--- config.mk ---
export PLATFORM = sky130hd
export DESIGN_NAME = mem_arbiter
export DESIGN_NICKNAME = d
export VERILOG_FILES = /design/src/rtl/mem_arbiter.sv
export SDC_FILE = /design/constraint.sdc
export NUM_CORES = 1
export LEC_CHECK = 0
export BUFFER_PORTS_ARGS = -buffer_cell sky130_fd_sc_hd__buf_4
export CAP_MARGIN = 20
export CELL_PAD_IN_SITES_DETAIL_PLACEMENT = 0
export CELL_PAD_IN_SITES_GLOBAL_PLACEMENT = 1
export CORE_ASPECT_RATIO = 0.7
export CORE_UTILIZATION = 15
export DETAILED_ROUTE_END_ITERATION = 7
export PLACE_DENSITY_LB_ADDON = 0.25
export SLEW_MARGIN = 10
export SYNTH_ARGS = -nofsm -noshare
export SYNTH_HDL_FRONTEND = slang
export SYNTH_SLANG_ARGS = --single-unit
--- constraint.sdc ---
create_clock -name clk -period 3.3 [get_ports clk]
set_input_delay 0.99 -clock clk [delete_from_list [all_inputs] [get_ports clk]]
set_output_delay 0.99 -clock clk [all_outputs]
set_load 0.1 [all_outputs]
--- src/rtl/mem_arbiter.sv ---
// Two-port memory arbiter: round-robin sharing between a CPU and a host/loader,
// with a host-exclusive LOCKED mode and a one-cycle read-valid return pipeline.
module mem_arbiter #(
    parameter int unsigned WIDTH = 8
) (
    input  logic             clk,
    input  logic             reset,
    // CPU port
    input  logic             c_req,
    input  logic             c_we,
    input  logic [WIDTH-1:0] c_adr,
    input  logic [WIDTH-1:0] c_wdata,
    output logic             c_gnt,
    output logic             c_rvalid,
    output logic             cpu_stall,
    // host/loader port
    input  logic             h_req,
    input  logic             h_we,
    input  logic             h_lock,
    input  logic [WIDTH-1:0] h_adr,
    input  logic [WIDTH-1:0] h_wdata,
    output logic             h_gnt,
    output logic             h_rvalid,
    // memory side
    output logic             m_en,
    output logic             m_we,
    output logic [WIDTH-1:0] m_adr,
    output logic [WIDTH-1:0] m_wdata,
    input  logic [WIDTH-1:0] m_rdata,
    output logic [WIDTH-1:0] rdata
);

    typedef enum logic {
        ARB    = 1'b0,
        LOCKED = 1'b1
    } state_t;

    localparam logic OWNER_CPU  = 1'b0;
    localparam logic OWNER_HOST = 1'b1;

    state_t state_q;
    state_t state_d;
    logic   last_owner_q;
    logic   c_rv_q;
    logic   h_rv_q;

    // State register
    always_ff @(posedge clk or posedge reset) begin
        if (reset) begin
            state_q <= ARB;
        end else begin
            state_q <= state_d;
        end
    end

    // Next-state: lock is entered/left on the edge that samples h_lock
    always_comb begin
        state_d = state_q;
        case (state_q)
            ARB:     if (h_lock)  state_d = LOCKED;
            LOCKED:  if (!h_lock) state_d = ARB;
            default: state_d = ARB;
        endcase
    end

    // Grant decode; reset masks grants so every output shows its reset value at once
    always_comb begin
        c_gnt = 1'b0;
        h_gnt = 1'b0;
        if (!reset) begin
            case (state_q)
                ARB: begin
                    if (c_req && h_req) begin
                        c_gnt = (last_owner_q == OWNER_HOST);
                        h_gnt = (last_owner_q == OWNER_CPU);
                    end else begin
                        c_gnt = c_req;
                        h_gnt = h_req;
                    end
                end
                LOCKED: begin
                    h_gnt = h_req;
                end
                default: begin
                    c_gnt = 1'b0;
                    h_gnt = 1'b0;
                end
            endcase
        end
    end

    // Memory-side mux driven by whichever port holds the grant
    always_comb begin
        m_en    = c_gnt | h_gnt;
        m_we    = 1'b0;
        m_adr   = '0;
        m_wdata = '0;
        if (c_gnt) begin
            m_we    = c_we;
            m_adr   = c_adr;
            m_wdata = c_wdata;
        end else if (h_gnt) begin
            m_we    = h_we;
            m_adr   = h_adr;
            m_wdata = h_wdata;
        end
    end

    assign cpu_stall = c_req & ~c_gnt;
    assign rdata     = m_rdata;
    assign c_rvalid  = c_rv_q;
    assign h_rvalid  = h_rv_q;

    // Round-robin history and read-valid pipeline (cleared by reset, so pending reads are dropped)
    always_ff @(posedge clk or posedge reset) begin
        if (reset) begin
            last_owner_q <= OWNER_HOST;
            c_rv_q       <= 1'b0;
            h_rv_q       <= 1'b0;
        end else begin
            if (c_gnt) begin
                last_owner_q <= OWNER_CPU;
            end else if (h_gnt) begin
                last_owner_q <= OWNER_HOST;
            end
            c_rv_q <= c_gnt & ~c_we;
            h_rv_q <= h_gnt & ~h_we;
        end
    end

endmodule

# Word-level counts from Yosys, hierarchy flattened
# Index checks and enable logic that the tools add are counted.
[totals] out_inout_bits=31 ff_bits=4 inputBits=47 elab_cells=30
[classes] n_mux=15 reduce_logical=2 bitwise_logic=9
[op_table] operator="$mux 8" n=4
[op_table] operator="$mux 1" n=10
[op_table] operator="$not 1->1" n=5
[op_table] operator="$and 1x1->1" n=3
[op_table] operator="$pmux 1 s2" n=1
[op_table] operator="$reduce_bool 2->1" n=1
[op_table] operator="$logic_and 1x1->1" n=1
[op_table] operator="$or 1x1->1" n=1

# Logic depth before layout (Yosys ltp)
[depth] word_depth=6 ltp_mapped=4 ltp_nobuf=3

# Worst setup path before layout
# Ideal clock, no wire load.
[synth_timing] kind="input to output" from="in h_req" to="out m_adr[0]" t_arrival_ns=2.692 stages=4 setup_slack_ns=-0.382 path_buffers=1 t_required_ns=2.310 cell_sequence="nor2b_1 nor3_2 buf_2 a22o_1"
[synth_between] word_cells_on_any_way=9 cone_classes="mux: 8; reduce/logical: 1"
[synth_rtl] item="start: declaration" line_no="17" rtl="input logic h_req,"
[synth_rtl] item="$logic_and 1x1->1" line_no="73" rtl="if (c_req && h_req) begin"
[synth_rtl] item="$mux 1" line_no="73"
[synth_rtl] item="$mux 1" line_no="71" rtl="case (state_q)"
[synth_rtl] item="$mux 1" line_no="70" rtl="if (!reset) begin"
[synth_rtl] item="net c_gnt" line_no="13" rtl="output logic c_gnt,"
[synth_rtl] item="$mux 8" line_no="98" rtl="if (c_gnt) begin"
[synth_rtl] item="end: declaration" line_no="27" rtl="output logic [WIDTH-1:0] m_adr,"
# The timed path passes the listed nets, and every way through them passes these cells.

# Final worst setup path
[layout_timing] from="in reset" to="out m_wdata[2]"
[layout_between] elab_chain_len=3 word_cells_on_any_way=4 cone_classes="mux: 4"
[layout_lines] item="start: declaration" line_no="7" rtl="input logic reset,"
[layout_lines] item="$mux 1" line_no="70"
[layout_lines] item="$mux 8" line_no="102" rtl="end else if (h_gnt) begin"
[layout_lines] item="$mux 8 *" line_no="98"
[layout_lines] item="end: declaration" line_no="28" rtl="output logic [WIDTH-1:0] m_wdata,"
# Mark *: on every way between the ends. The rest lies on a longest branch, timed or not.

==> key figures <==
Drt
  – Via count normalized by instance count: 4.08
  – Wire length per cell after detailed routing: 10.5 µm
  – Number of DRC markers in iteration 0: 7
  – Total wire length: 1.42 mm
  – Detailed-router iteration count before antenna repair: 4
  – Count of unresolved DRC violations after routing: 0
  – Antenna viol nets, final: 0
  – Via count: 555

Final layout
  – Post-layout instance count excluding filler cells: 136
  – Area delta synth->final: 122%
  – End-of-flow core utilization: 36.1%
  – Ratio of cells with drive above 1 in the final layout: 78.4%
  – Number of nets in the finished design: 150
  – Antenna cells: 0
  – Final design instance area without fill: 915 µm²

Critical path
  – Total buffers and inverters traversed by the critical path: 3
  – Dominant cell type by count on the critical path: buf_4
  – Stages on worst setup path: 6
  – End of the worst register-to-register path: h_rvalid$_DFF_PP0_
  – Top delay family on crit path: buffers and inverters
  – Kind of start point of the critical path: input pin
  – Cells along the critical path: buf_4 -> nand2b_1 -> o21ba_2 -> buf_4 -> a22o_1 -> buf_4
  – Crit path capture: m_wdata[2]
  – Number of cell instances on the worst register-to-register path: 4
  – Flop2flop setup slack: 2.12 ns
  – CP Max Fanout: 11
  – Max stage delay on crit path: 0.29 ns
  – Critical path launch point: reset
  – Cell with the largest stage delay on the worst path: buf_4
  – Reg-to-reg critical path startpoint: last_owner_q$_DFFE_PP1P_
  – Data arrival time of the worst path: 2.12 ns
  – Nature of the critical path endpoint: output pin
  – Crit path kind: input pin to output pin
  – Worst endpoint required time: 2.31 ns

Floorplanning
  – Starting utilization of the core area: 16.2%
  – CORE AREA: 2530 µm²
  – Vertical die dimension: 45.8 µm
  – Standard-cell row count: 15
  – I/O pins: 78
  – Die boundary width: 64.6 µm
  – DIE AREA: 2960 µm²

Power and ir drop
  – Power Internal: 0.203 mW
  – Static power due to leakage: 0.501 nW
  – Clk pwr share: 28.2%
  – Switching power: 0.180 mW
  – Combinational share of power: 57.5%
  – Flop pwr share: 14.3%
  – Sw Ratio: 47.0%
  – Final Power: 0.383 mW
  – Largest vdd supply drop: 0.104 mV
  – Power density normalized to cell area: 419 nW/µm²

Placed design
  – Weighted congestion reported at the end of routability-driven placement: 0.721
  – Minimum setup slack after placement: 0.190 ns
  – Number of instances in the placed design: 132
  – Count of port buffers added during placement: 61
  – Area post-placement: 870 µm²

STA
  – Final setup skew: 0.00106 ns
  – Final count of negative-setup-slack endpoints: 0
  – Time the final worst path needs with I/O delays and setup: 3.11 ns
  – Timing-limited maximum frequency: 322 MHz
  – Unrepaired setup endpoints after global routing: false
  – Slew headroom: 81.1%
  – Final-layout worst hold slack: 0.486 ns
  – Final Hold Violating Endpoints: 0
  – Final-layout setup total negative slack: 0 ns
  – Slew @ Worst Pin: 0.286 ns
  – Part of the cycle the worst path needs: 94.2%
  – Slack of the critical path: 0.191 ns
  – Count of pins over their slew limit: 0

GRT
  – Aggregate global-route resource usage: 9.26%
  – Maximum number of pins on one net before global-route repair: 12
  – Global-route wire length before repair: 2.08 mm
  – Via count of the first global-routing pass: 474
  – Grt total ovfl: 0
  – Antenna violations before repair: 0

Clock network
  – H-tree Lvls: 1
  – Post-CTS Setup Bufs: 0
  – Clock buffer count from CTS: 3
  – Resize count post-CTS: 0
  – Later-pin clock latency in the skew report: 0.22 ns
  – CTS root buf: clkbuf_8
  – CTS tree: done
  – Number of clock sinks seen by CTS: 4
  – CTS clock-pin slew for the worst setup and hold paths: 0.03 ns
  – # hold bufs at CTS: 0
  – Max Buffers Root-to-Sink: 2

Yosys
  – Cell with the most instances after synthesis: a22o_1
  – Part of the Yosys area used for sequential elements: 24.6%
  – Most common flop cell mapped by yosys: dfrtp_1
  – FF+latch count, synth: 4
  – Number of cells produced by synthesis: 45
  – Ranking of synthesized cells by instance count: 17 x a22o_1, 10 x buf_4, 3 x dfrtp_1, 3 x nor2b_1
  – Synth async-reset ratio: 100%
  – Netlist area before placement: 412 µm²
  – Most area-consuming cells after synthesis: a22o_1 36%, buf_4 18%, dfrtp_1 18%
  – Mapped Avg Cell Area: 9.15 µm²
  – Number of warning messages in the yosys log: 0
  – Number of synthesized flops with an enable pin: 0
  – Synth area leader: a22o_1
  – Top-area cell type share of the netlist area: 36.2%
  – Net count of the mapped netlist: 92
  – Number of library cell types mapped by synthesis: 13

Run
  – Max Cap Violations: 0

Min path
  – Worst min-delay path category: flop to flop

Outcome
  – Run status: finished clean
[worst min path at each step]
stage	cells after the start	end	slack, ns	start
final	2	last_owner_q$_DFFE_PP1P_	0.49	last_owner_q$_DFFE_PP1P_
after global routing	2	last_owner_q$_DFFE_PP1P_	0.53	last_owner_q$_DFFE_PP1P_
after CTS	2	last_owner_q$_DFFE_PP1P_	0.49	last_owner_q$_DFFE_PP1P_
after detailed placement	2	last_owner_q$_DFFE_PP1P_	0.48	last_owner_q$_DFFE_PP1P_
after global placement	2	last_owner_q$_DFFE_PP1P_	0.48	last_owner_q$_DFFE_PP1P_
after floorplan	2	last_owner_q$_DFFE_PP1P_	0.46	last_owner_q$_DFFE_PP1P_
[tightest hold or removal path: stages (launching register included)]
cell,delay [ns]
dfstp_2,0.36
inv_1,0.06
a21oi_1,0.06
[registers in the layout (all words and copies together) (netlist names)]
| name | flops |
|---|---|
| h_rvalid | 1 |
| state_q | 1 |
| last_owner_q | 1 |
| c_rvalid | 1 |
[cell families (layout without fill, tap and decap cells)]
family          after synthesis  after routing  share of synthesized area (%)
flops                         4              4                           24.6
simple gates                  8              8                           13.1
compound gates               19             19                           39.8
buf+inv                      14             71                           22.5
[final cells by class]
cell class | instances | area [µm²]
flip-flops and latches | 4 | 101
well taps | 34 | 42.5
clock buffers | 4 | 45.0
fillers | 275 | 1620
inverters | 2 | 7.51
multi-input cells | 27 | 230
repair buffers | 65 | 488
[power groups by stage]
stage          clock network [mW]  logic (mW)  registers, mW
2_1_floorplan                   0       0.196         0.0611
3_3_place_gp                    0       0.221         0.0553
3_5_place_dp                    0       0.221         0.0553
4_1_cts                     0.111       0.222         0.0547
5_1_grt                     0.113       0.229         0.0552
6_report                    0.108       0.220         0.0547
[routing by layer]
layer,vias to the layer above,routed length (µm),global-route usage [%]
met3,2,135,2.50
met4,0,9,6.67
met1,244,624,12.1
met5,-,0,0
li1,273,-,-
met2,36,654,13.3
[placed cells by master, fill, tap and decap left out]
| master | synthesis | final |
|---|---|---|
| nor2b_2 | 0 | 1 |
| a22o_2 | 0 | 8 |
| or2_1 | 1 | 1 |
| clkbuf_1 | 0 | 1 |
| o21ba_2 | 1 | 1 |
| buf_4 | 10 | 65 |
| nor4_1 | 1 | 1 |
| inv_1 | 2 | 2 |
| a21oi_1 | 1 | 1 |
| nor3_2 | 1 | 1 |
| nand2b_1 | 2 | 2 |
| dfstp_2 | 1 | 1 |
| nor2b_1 | 3 | 2 |
| dfrtp_1 | 3 | 3 |
| a22o_1 | 17 | 9 |
| clkbuf_8 | 0 | 3 |
(Power assumes the default switching activity.)
